[src/rtl/muldiv_rv32m.sv]
// muldiv_rv32m: iterative RV32M multiply/divide, one bit per cycle over 32 cycles.
// Divide-by-zero and signed overflow bypass the iteration and complete at the accept edge.
module muldiv_rv32m #(
    parameter int XLEN = 32
) (
    input  logic            clock,
    input  logic            reset_n,
    input  logic            start,
    input  logic [2:0]      funct3,
    input  logic [XLEN-1:0] rs1,
    input  logic [XLEN-1:0] rs2,
    input  logic [4:0]      rd_addr_in,
    output logic            busy,
    output logic            done,
    output logic [XLEN-1:0] result,
    output logic [4:0]      rd_addr_out,
    output logic            wb_rdwrite
);
    typedef enum logic [1:0] {IDLE, CALC, DONE} state_t;

    state_t              state;
    logic [4:0]          cnt;
    logic [2:0]          op;
    logic                neg_q;
    logic                neg_r;
    logic [XLEN-1:0]     opnd;
    logic [XLEN-1:0]     rem;
    logic [2*XLEN-1:0]   prod;

    logic                a_sgn;
    logic                b_sgn;
    logic                neg_a;
    logic                neg_b;
    logic [XLEN-1:0]     a_abs;
    logic [XLEN-1:0]     b_abs;
    logic                div_zero;
    logic                ovf;
    logic [XLEN-1:0]     fast_res;
    logic [XLEN:0]       mul_sum;
    logic [2*XLEN-1:0]   prod_nx;
    logic [2*XLEN-1:0]   prod_s;
    logic [XLEN:0]       shifted;
    logic                fits;
    logic [XLEN-1:0]     rem_nx;
    logic [XLEN-1:0]     q_nx;
    logic [XLEN-1:0]     quo;
    logic [XLEN-1:0]     remd;
    logic [XLEN-1:0]     calc_res;

    always_comb begin
        a_sgn    = funct3[2] ? !funct3[0] : !(funct3[1] & funct3[0]);
        b_sgn    = funct3[2] ? !funct3[0] : !funct3[1];
        neg_a    = a_sgn & rs1[XLEN-1];
        neg_b    = b_sgn & rs2[XLEN-1];
        a_abs    = neg_a ? -rs1 : rs1;
        b_abs    = neg_b ? -rs2 : rs2;
        div_zero = funct3[2] && (rs2 == '0);
        ovf      = funct3[2] && !funct3[0] && (rs1 == {1'b1, {(XLEN-1){1'b0}}}) && (&rs2);
        fast_res = div_zero ? (funct3[1] ? rs1 : '1) : (funct3[1] ? '0 : {1'b1, {(XLEN-1){1'b0}}});
        // Multiply: multiplier sits in the low half and shifts out as the product shifts in.
        mul_sum  = {1'b0, prod[2*XLEN-1:XLEN]} + {1'b0, prod[0] ? opnd : {XLEN{1'b0}}};
        prod_nx  = {mul_sum, prod[XLEN-1:1]};
        prod_s   = neg_q ? -prod_nx : prod_nx;
        // Divide: dividend sits in the low half and is replaced by quotient bits.
        shifted  = {rem, prod[XLEN-1]};
        fits     = shifted >= {1'b0, opnd};
        rem_nx   = fits ? shifted[XLEN-1:0] - opnd : shifted[XLEN-1:0];
        q_nx     = {prod[XLEN-2:0], fits};
        quo      = neg_q ? -q_nx : q_nx;
        remd     = neg_r ? -rem_nx : rem_nx;
        calc_res = op[2] ? (op[1] ? remd : quo) :
                   (op[1:0] == 2'b00 ? prod_s[XLEN-1:0] : prod_s[2*XLEN-1:XLEN]);
    end

    assign wb_rdwrite = done;

    always_ff @(posedge clock or negedge reset_n) begin
        if (!reset_n) begin
            state       <= IDLE;
            cnt         <= '0;
            op          <= '0;
            neg_q       <= 1'b0;
            neg_r       <= 1'b0;
            opnd        <= '0;
            rem         <= '0;
            prod        <= '0;
            busy        <= 1'b0;
            done        <= 1'b0;
            result      <= '0;
            rd_addr_out <= '0;
        end else begin
            case (state)
                IDLE: begin
                    done <= 1'b0;
                    if (start) begin
                        op          <= funct3;
                        rd_addr_out <= rd_addr_in;
                        neg_q       <= neg_a ^ neg_b;
                        neg_r       <= neg_a;
                        cnt         <= '0;
                        rem         <= '0;
                        opnd        <= funct3[2] ? b_abs : a_abs;
                        prod        <= {{XLEN{1'b0}}, funct3[2] ? a_abs : b_abs};
                        busy        <= 1'b1;
                        if (div_zero || ovf) begin
                            result <= fast_res;
                            done   <= 1'b1;
                            state  <= DONE;
                        end else begin
                            state  <= CALC;
                        end
                    end
                end
                CALC: begin
                    prod <= op[2] ? {prod[2*XLEN-1:XLEN], q_nx} : prod_nx;
                    rem  <= rem_nx;
                    cnt  <= cnt + 5'd1;
                    if (cnt == 5'd31) begin
                        result <= calc_res;
                        done   <= 1'b1;
                        state  <= DONE;
                    end
                end
                default: begin
                    done  <= 1'b0;
                    busy  <= 1'b0;
                    state <= IDLE;
                end
            endcase
        end
    end
endmodule

[config.mk]
export PLATFORM = sky130hd
export DESIGN_NAME = muldiv_rv32m
export DESIGN_NICKNAME = d
export VERILOG_FILES = /design/src/rtl/muldiv_rv32m.sv
export SDC_FILE = /design/constraint.sdc
export NUM_CORES = 1
export LEC_CHECK = 0
export BUFFER_PORTS_ARGS = -buffer_cell sky130_fd_sc_hd__buf_2
export CORE_ASPECT_RATIO = 1.1
export CORE_MARGIN = 2
export CORE_UTILIZATION = 45
export DETAILED_ROUTE_END_ITERATION = 8
export PLACE_DENSITY = 0.6
export SYNTH_ARGS = -nofsm -noshare
export SYNTH_HDL_FRONTEND = slang
export SYNTH_SLANG_ARGS = --single-unit
[constraint.sdc]
create_clock -name clock -period 7 [get_ports clock]
set_input_delay 0.35 -clock clock [delete_from_list [all_inputs] [get_ports clock]]
set_output_delay 0.35 -clock clock [all_outputs]
set_load 0.05 [all_outputs]
**Yosys cells after proc, flatten, opt, wreduce, memory -nomap -nowiden**

Index checks and enable logic that the tools add are counted.

- Add/subtract/negate cells: 8
- $mul: 0
- Div/mod/pow operators: 0
- Order comparisons: 1
- Eq/ne operators: 7
- Shift operators: 0
- Mux-type cells: 38
- Bitwise logic cells: 5
- Reduce and logical (&&, ||, !) cells: 19

Operators with widths:

| cell | number |
|---|---|
| 32-bit 2-to-1 mux | 18 |
| 64-bit 2-to-1 mux | 3 |
| 32-bit negator | 4 |
| 32-bit one-hot mux with 2 select lines | 2 |
| 64-bit one-hot mux with 2 select lines | 1 |
| 64-bit negator | 1 |
| 32-bit by 32-bit adder with 33-bit output | 1 |
| 33-bit by 32-bit greater-or-equal comparator with 1-bit output | 1 |
| 32-bit == test, second input constant | 1 |
| 32-bit logical NOT | 1 |
| 32-bit AND reduction | 1 |
| 32-bit subtractor | 1 |
| 5-bit one-hot mux with 2 select lines | 1 |
| 2-bit inequality test, second input constant | 4 |
| 2-bit AND reduction | 4 |
| 1-bit 2-to-1 mux | 6 |
| 2-bit 2-to-1 mux | 3 |
| 5-bit by 1-bit adder with 5-bit output, second input constant | 1 |
| 5-bit == test, second input constant | 1 |
| 5-bit 2-to-1 mux | 1 |
| 1-bit logical AND | 4 |
| 2-bit logical NOT | 2 |
| 1-bit one-hot mux with 2 select lines | 2 |
| 2-bit one-hot mux with 2 select lines | 1 |
| other kinds (9) | 13 |

- Register bits after elaboration: 179
- Bits in latches: 0
- Memory bits (writable): 0
- ROM bits: 0
- Input port bits: 75
- Output and inout bits: 40
- Word-level logic and storage cells: 91
- Memories kept: 0

**Depth between registers and ports, before layout**

Gate-level depths: netlist of the first run.

- Depth after elaboration: 8
- Gate-level depth with buffers: 23
- Gate-level depth less buffers: 19

**Worst setup path before layout of the first run**

Ideal clock, no wire load.

- Path kind: reg-to-reg
- Start point: register rem[11]
- End point: register result[30]
- Setup time: 77 ps
- Arrival time: 5466 ps
- Required time: 6923 ps
- Slack: 1456 ps
- Stages on the path, launching flop included: 22
- Path buffers: 4
- Period minus slack after synthesis: 5544 ps
- Path through: dfrtp_1 > ha_1 > clkbuf_1 > a21oi_1 > o21ai_0 > a221oi_1 > a211oi_2 > or2_2 > buf_4 > clkinv_1 > clkbuf_1 > buf_1 > mux2i_1 > ha_1 > nand2_1 > nor3_1 > a41oi_1 > a2111o_1 > or2_2 > or4b_1 > and3_1 > a21oi_1

- Word-level cells in the longest chain between the ends: 8
- Elaborated cells on any way between the ends: 11
- Those cells by class: 3 x add/sub; 1 x order compare; 7 x mux

Ends and longest elaborated chain:

| element | RTL line | source |
|---|---|---|
| start: declaration | 27 | `logic [XLEN-1:0] rem;` |
| start signal: assignment | 116 | `rem <= rem_nx;` |
| 32-bit subtractor or 33-bit by 32-bit greater-or-equal comparator with 1-bit output (tied branches) | 67, 66 |  |
| 32-bit 2-to-1 mux | 67 | `rem_nx = fits ? shifted[XLEN-1:0] - opnd : shifted[XLEN-1:0];` |
| 32-bit negator | 70 | `remd = neg_r ? -rem_nx : rem_nx;` |
| 32-bit 2-to-1 mux | 70 |  |
| 32-bit 2-to-1 mux * (2 in series) | 71 | `calc_res = op[2] ? (op[1] ? remd : quo) :` |
| 32-bit 2-to-1 mux * | 118 | `if (cnt == 5'd31) begin` |
| 32-bit one-hot mux with 2 select lines * | 92 | `case (state)` |
| end signal: assignment | 106 | `result <= fast_res;` |
| end signal: assignment | 119 | `result <= calc_res;` |
| end: declaration | 15 | `output logic [XLEN-1:0] result,` |

Mark *: on every way between the ends. The rest lies on a longest branch, timed or not. The select of a mux whose other input is x is not followed.
A chain may end at the register's enable or synchronous reset.

**Worst setup path after layout of the first run**

- Start point: register prod[0]
- End point: register result[31]

- Word-level cells in the longest chain between the ends: 8
- Elaborated cells on any way between the ends: 11
- Those cells by class: 3 x add/sub; 8 x mux

Ends and longest elaborated chain:

| element | RTL line | source |
|---|---|---|
| start: declaration | 28 | `logic [2*XLEN-1:0] prod;` |
| start signal: assignment | 103 | `prod <= {{XLEN{1'b0}}, funct3[2] ? a_abs : b_abs};` |
| start signal: assignment | 115 | `prod <= op[2] ? {prod[2*XLEN-1:XLEN], q_nx} : prod_nx;` |
| 32-bit 2-to-1 mux | 61 | `mul_sum = {1'b0, prod[2*XLEN-1:XLEN]} + {1'b0, prod[0] ? opnd : {XLEN{1'b0}}};` |
| 32-bit by 32-bit adder with 33-bit output | 61 |  |
| 64-bit negator | 63 | `prod_s = neg_q ? -prod_nx : prod_nx;` |
| 64-bit 2-to-1 mux | 63 |  |
| 32-bit 2-to-1 mux | 72 | `(op[1:0] == 2'b00 ? prod_s[XLEN-1:0] : prod_s[2*XLEN-1:XLEN]);` |
| 32-bit 2-to-1 mux * | 71 |  |
| 32-bit 2-to-1 mux * | 118 |  |
| 32-bit one-hot mux with 2 select lines * | 92 |  |

Marks and branches as above.

==> impl_metrics.ini, run 1 <==
[final_layout]
instances_no_fill = 2990
nFillCells = 4101
area_growth_pct = 6.99
layout-drive-gt1-share_pct = 9.73
nets = 2613
final_common_cell = nand2_1
seqCellArea_mm2 = 0.00448
final_cell_mix = 311 x nand2_1, 279 x o21ai_0, 243 x nor2_1
multi_input_area_mm2 = 0.0128
antennaDiodeCount = 0

[cts]
cts_tree = yes
numCtsBuffers = 17
post_cts_buffers = 0
h-tree-depth = 4
clk-insertion-delay-late_ps = 480
ctsResizeCount = 0
clockBufferDepth = 2
clkTransAtPathRegs_ps = 80
ctsRootBufferMaster = clkbuf_16
clock_sinks = 179

[setup_path]
cp-start-kind = flip-flop
rr_worst_depth = 16
crit_path_max_fanout = 14
rrSetupSlack_ps = 990
required_ps = 7350
worstPathArrival_ps = 6360
endpoint_kind = flip-flop
crit_type = reg2reg

[floorplanning]
die_h_um = 216
fp.dieArea_mm2 = 0.0423
initial_utilization_pct = 45.6
fp.coreArea_mm2 = 0.0402
die_w_um = 196
placementRows = 77
ioPinCount = 115

[place]
place_inst = 2957
dp_hpwl_um = 60600
numPortBuffers = 114
gp_congestion = 1.02

[synthesis]
netlist_instances = 2472
synth_cell_types = 93
synth_area_per_cell_um2 = 7.41
synth_top_area_share_pct = 24.5
yosysTopAreaCell = dfrtp_1
ys_seq_area_share_pct = 24.5
synthTopCellsByArea = dfrtp_1 24%, o21ai_0 7.6%, nand2_1 6.4%
ys_async_sr_fraction_pct = 100
ys.flop_type = dfrtp_1
synth-seq-cells = 179
synth_nets = 2621
synth_edf_count = 0
syn_area_mm2 = 0.0183
yosysWarnings = 0

[min_path]
hp-class = in2reg
worstHoldPathCells = 3

[sta]
max_freq_mhz = 166
hold_viol = 0
setup_tns_ps = 0
skew_ps = 14.8
grt_setup_unrepaired = no
setup_viol = 0
period_share_pct = 85.9
min_period_ps = 6010
drv_slew = 0
max-slew-margin-rel_pct = 22.2
tightest_slew_ps = 1160

[detailed_routing]
dr.pass1.iters = 9
num_vias = 19676
drt_iter0_markers = 2114
finalWirelength_um = 77500
ant_nets = 0
wl_per_cell_um = 25.9
drc = 0
viasPerCell = 6.58

[global_route]
grt_max_degree = 104
grt_pass1_wl_um = 116000
antenna_found_initial = 1
overflow = 0
grt_pass1_vias = 18223
track_usage_pct = 36.3

[outcome]
status = finished, final reports clean

[job]
maxCapViolCount = 0
## metrics by stage
stage	setup slack (ps)	cell area [um^2]	hold slack [ps]	util [%]
final	986	19600	68.2	48.8
after global routing	725	19600	63.8	48.8
after CTS	1070	19600	47.9	48.8
after detailed placement	1100	19000	441	47.3
after global placement	1150	19000	440	47.3
after floorplan	1460	18300	54.4	-
## timing repair
item	in CTS	in global routing
endpoints found under the hold margin	75	0
setup endpoints to repair	0	0
hold buffers	1	0
## cells by family (layout without fill, tap and decap cells)
family / count (synthesis) / after routing / share of synthesized area, %
compound gates: 821 / 821 / 28.1
xor+xnor: 196 / 196 / 9.37
fa+ha+maj: 74 / 74 / 5.14
buf+inv: 249 / 254 / 5.79
flops: 179 / 179 / 24.5
mux: 77 / 77 / 4.27
simple gates: 876 / 876 / 22.8
## worst paths after layout
check	from	to
hold reg to reg	rd_addr_out[4]	rd_addr_out[4]
setup / recovery	prod[0]	result[31]
min in group asynchronous	reset_n	opnd[24]
hold / removal	rd_addr_in[4]	rd_addr_out[4]
max in group asynchronous	reset_n	neg_q
setup reg to reg	prod[0]	result[31]
## registers in the layout (all words and copies together), names as in the netlist
signal	count
busy	1
neg_r	1
done	1
rem	32
neg_q	1
rd_addr_out	5
prod	64
cnt	5
result	32
op	3
opnd	32
state	2
## synth_stat cells, drive strengths merged, types with 10 or more instances
| cell type | n |
|---|---|
| a21oi | 203 |
| o41ai | 14 |
| a31oi | 23 |
| nand2 | 311 |
| a41oi | 10 |
| nand3 | 44 |
| nand4 | 34 |
| xnor2 | 128 |
| and3 | 24 |
| a211o | 10 |
| mux2i | 68 |
| dfrtp | 179 |
| ha | 72 |
| nor3 | 47 |
| o211ai | 44 |
| or3 | 31 |
| a2111oi | 11 |
| a211oi | 34 |
| o31ai | 40 |
| a21o | 22 |
| inv | 73 |
| o21a | 12 |
| or2 | 15 |
| and2 | 23 |
| a22o | 26 |
| nor4 | 21 |
| o21ai | 281 |
| nand2b | 12 |
| nor2 | 246 |
| clkbuf | 130 |
| xor2 | 68 |
| buf | 42 |
| or4 | 25 |
## critical path: stages (launching register included)
cell and delay, ps:
dfrtp_1 450, inv_1 230, buf_4 320, nor2_1 520, ha_1 420, and3_1 210, a221oi_2 230, buf_4 190
o21ai_0 210, or3_2 480, a222oi_1 590, nand3_2 160, or3b_1 550, or4_4 600, nor4_2 290, nor3b_1 80
o32a_1 340
## layout make-up
class / count / area share (%)
Sequential cell: 179 / 22.9
Tap cell: 513 / 3.28
Clock buffer: 19 / 2.21
Timing Repair Buffer: 146 / 4.19
Inverter: 76 / 1.46
Multi-Input combinational cell: 2044 / 65.3
Clock inverter: 13 / 0.690
## per-layer routing
layer,wire [um],GRT usage [%],up-vias
met5,0,0,-
met4,4520,19.7,0
met3,6550,6.11,175
met2,34000,56.2,1006
met1,32400,48.2,9495
li1,-,-,9000
Power of run 1 is left out: the tool's default activity adds up to more than one toggle a clock period on the data nets, which glitch-free logic cannot reach.
==> run 2, diff against run 1 <==
--- a/config.mk
+++ b/config.mk
@@ -8,9 +8,9 @@
 export BUFFER_PORTS_ARGS = -buffer_cell sky130_fd_sc_hd__buf_2
 export CORE_ASPECT_RATIO = 1.1
 export CORE_MARGIN = 2
-export CORE_UTILIZATION = 45
+export CORE_UTILIZATION = 60
 export DETAILED_ROUTE_END_ITERATION = 8
-export PLACE_DENSITY = 0.6
+export PLACE_DENSITY = 0.77
 export SYNTH_ARGS = -nofsm -noshare
 export SYNTH_HDL_FRONTEND = slang
 export SYNTH_SLANG_ARGS = --single-unit
==> run 2 against run 1 <==
- the flow now finishes with violations (negative hold slack)
- cell count decreased by 3.5%
- design area decreased by 0.62%
- clock-buffer cell count unchanged
- setup slack got worse by 50 ps
- largest cell class unchanged
- utilization increased by 16 points
- via count increased by 1.5%
- routed wire length decreased by 7.1%
- fmax decreased by 0.82%
- sequential cell count unchanged
- die area decreased by 25%
==> impl_metrics.ini, run 2 (same netlist as run 1, synthesis figures left out) <==
[sta]
setup_tns_ps = 0
max_freq_mhz = 165
min_period_ps = 6060
period_share_pct = 86.6
tightest_slew_ps = 1120
hold_slack_ps = -25.3
hold_viol = 2
max-slew-margin-rel_pct = 24.7
grt_setup_unrepaired = no
skew_ps = 14.2
setup_viol = 0
drv_slew = 0

[cts]
ctsResizeCount = 0
h-tree-depth = 4
cts_tree = yes
clockBufferDepth = 2
ctsHoldBuffers = 0
numCtsBuffers = 17
clk-insertion-delay-late_ps = 470
clock_sinks = 179
post_cts_buffers = 0
clkTransAtPathRegs_ps = 80
ctsRootBufferMaster = clkbuf_16

[global_route]
grt_max_degree = 112
track_usage_pct = 44.9
grt_pass1_wl_um = 109000
overflow = 0
grt_pass1_vias = 18394
antenna_found_initial = 4

[setup_path]
endpoint_kind = flip-flop
critPathBufInv = 1
cpPeakStageDelay_ps = 650
path_delay_family = simple AND/OR/NAND/NOR gates
path_cells = inv_1 -> nor2_1 -> fa_1 -> a21o_1 -> a221oi_2 -> o21ai_0 -> or3_2 -> a222oi_1 -> nand3_2 -> or3b_1 -> or4_4 -> nor4_2 -> nor3b_1 -> o32a_1
required_ps = 7360
worstPathArrival_ps = 6420
crit_path_max_fanout = 19
crit_type = reg2reg
critPathSlowestCell = a221oi_2
cp-start-kind = flip-flop

[detailed_routing]
wl_per_cell_um = 25.0
viasPerCell = 6.92
finalWirelength_um = 72000
num_vias = 19966
drt_iter0_markers = 2608
dr.pass1.iters = 6
ant_nets = 0
drc = 0

[floorplanning]
fp.dieArea_mm2 = 0.0319
initial_utilization_pct = 60.5
ioPinCount = 115
die_h_um = 187
placementRows = 67
fp.coreArea_mm2 = 0.0303
die_w_um = 171

[final_layout]
antennaDiodeCount = 0
layout-drive-gt1-share_pct = 9.63
area_growth_pct = 6.33
final_common_cell = nand2_1
nets = 2607
regMostFlops = prod
final_cell_mix = 311 x nand2_1, 279 x o21ai_0, 243 x nor2_1
largest_register_ffs = 64
nFillCells = 2740

[outcome]
violations = negative hold slack
status = finished, violations left

[place]
numPortBuffers = 114
dp_hpwl_um = 55300
gp_congestion = 1.09

[job]
maxCapViolCount = 0

[min_path]
hp-class = in2async
[run 2: metrics by stage]
step / std cells / utilization [%] / instance area, um^2 / setup WS, ps / hold WS (ps)
finish: 2885 / 64.4 / 19500 / 936 / -25.3
detailed placement: 2853 / 62.3 / 18900 / 1120 / 461
floorplan: 2472 / - / 18300 / 1460 / 54.4
global placement: 2853 / 62.3 / 18900 / 1270 / 458
CTS: 2885 / 64.4 / 19500 / 1090 / 52.1
global route: 2885 / 64.4 / 19500 / 735 / 76.1
[run 2: area by class of cell]
class / count / area (um^2) / share of cell area (%)
clock buffers: 19 / 453 / 2.33
clock inverters: 13 / 165 / 0.848
inverters: 76 / 285 / 1.46
multi-input cells: 2044 / 12800 / 65.7
flip-flops and latches: 179 / 4480 / 23.0
well taps: 414 / 518 / 2.66
repair buffers: 140 / 774 / 3.98
[run 2: path summary, 6_finish.rpt]
kind                       cells past startpoint            from  slack [ps]             end
max                                           14         prod[0]         940      result[31]
min                                            1         reset_n         -30        opnd[26]
max reg2reg                                   14         prod[0]         940      result[31]
min reg2reg                                    2  rd_addr_out[2]         480  rd_addr_out[2]
max in group asynchronous                      2         reset_n        5470           neg_q
min in group clock                             3   rd_addr_in[1]          70  rd_addr_out[1]
[run 2: routing by layer]
metal,global-route usage (%),vias to the layer above,wire (um)
met4,30.0,2,5540
met5,0,-,14
met3,9.84,256,7740
li1,-,8991,-
met2,64.9,1322,30100
met1,59.7,9395,28600
Power of run 2 is left out for the same reason.
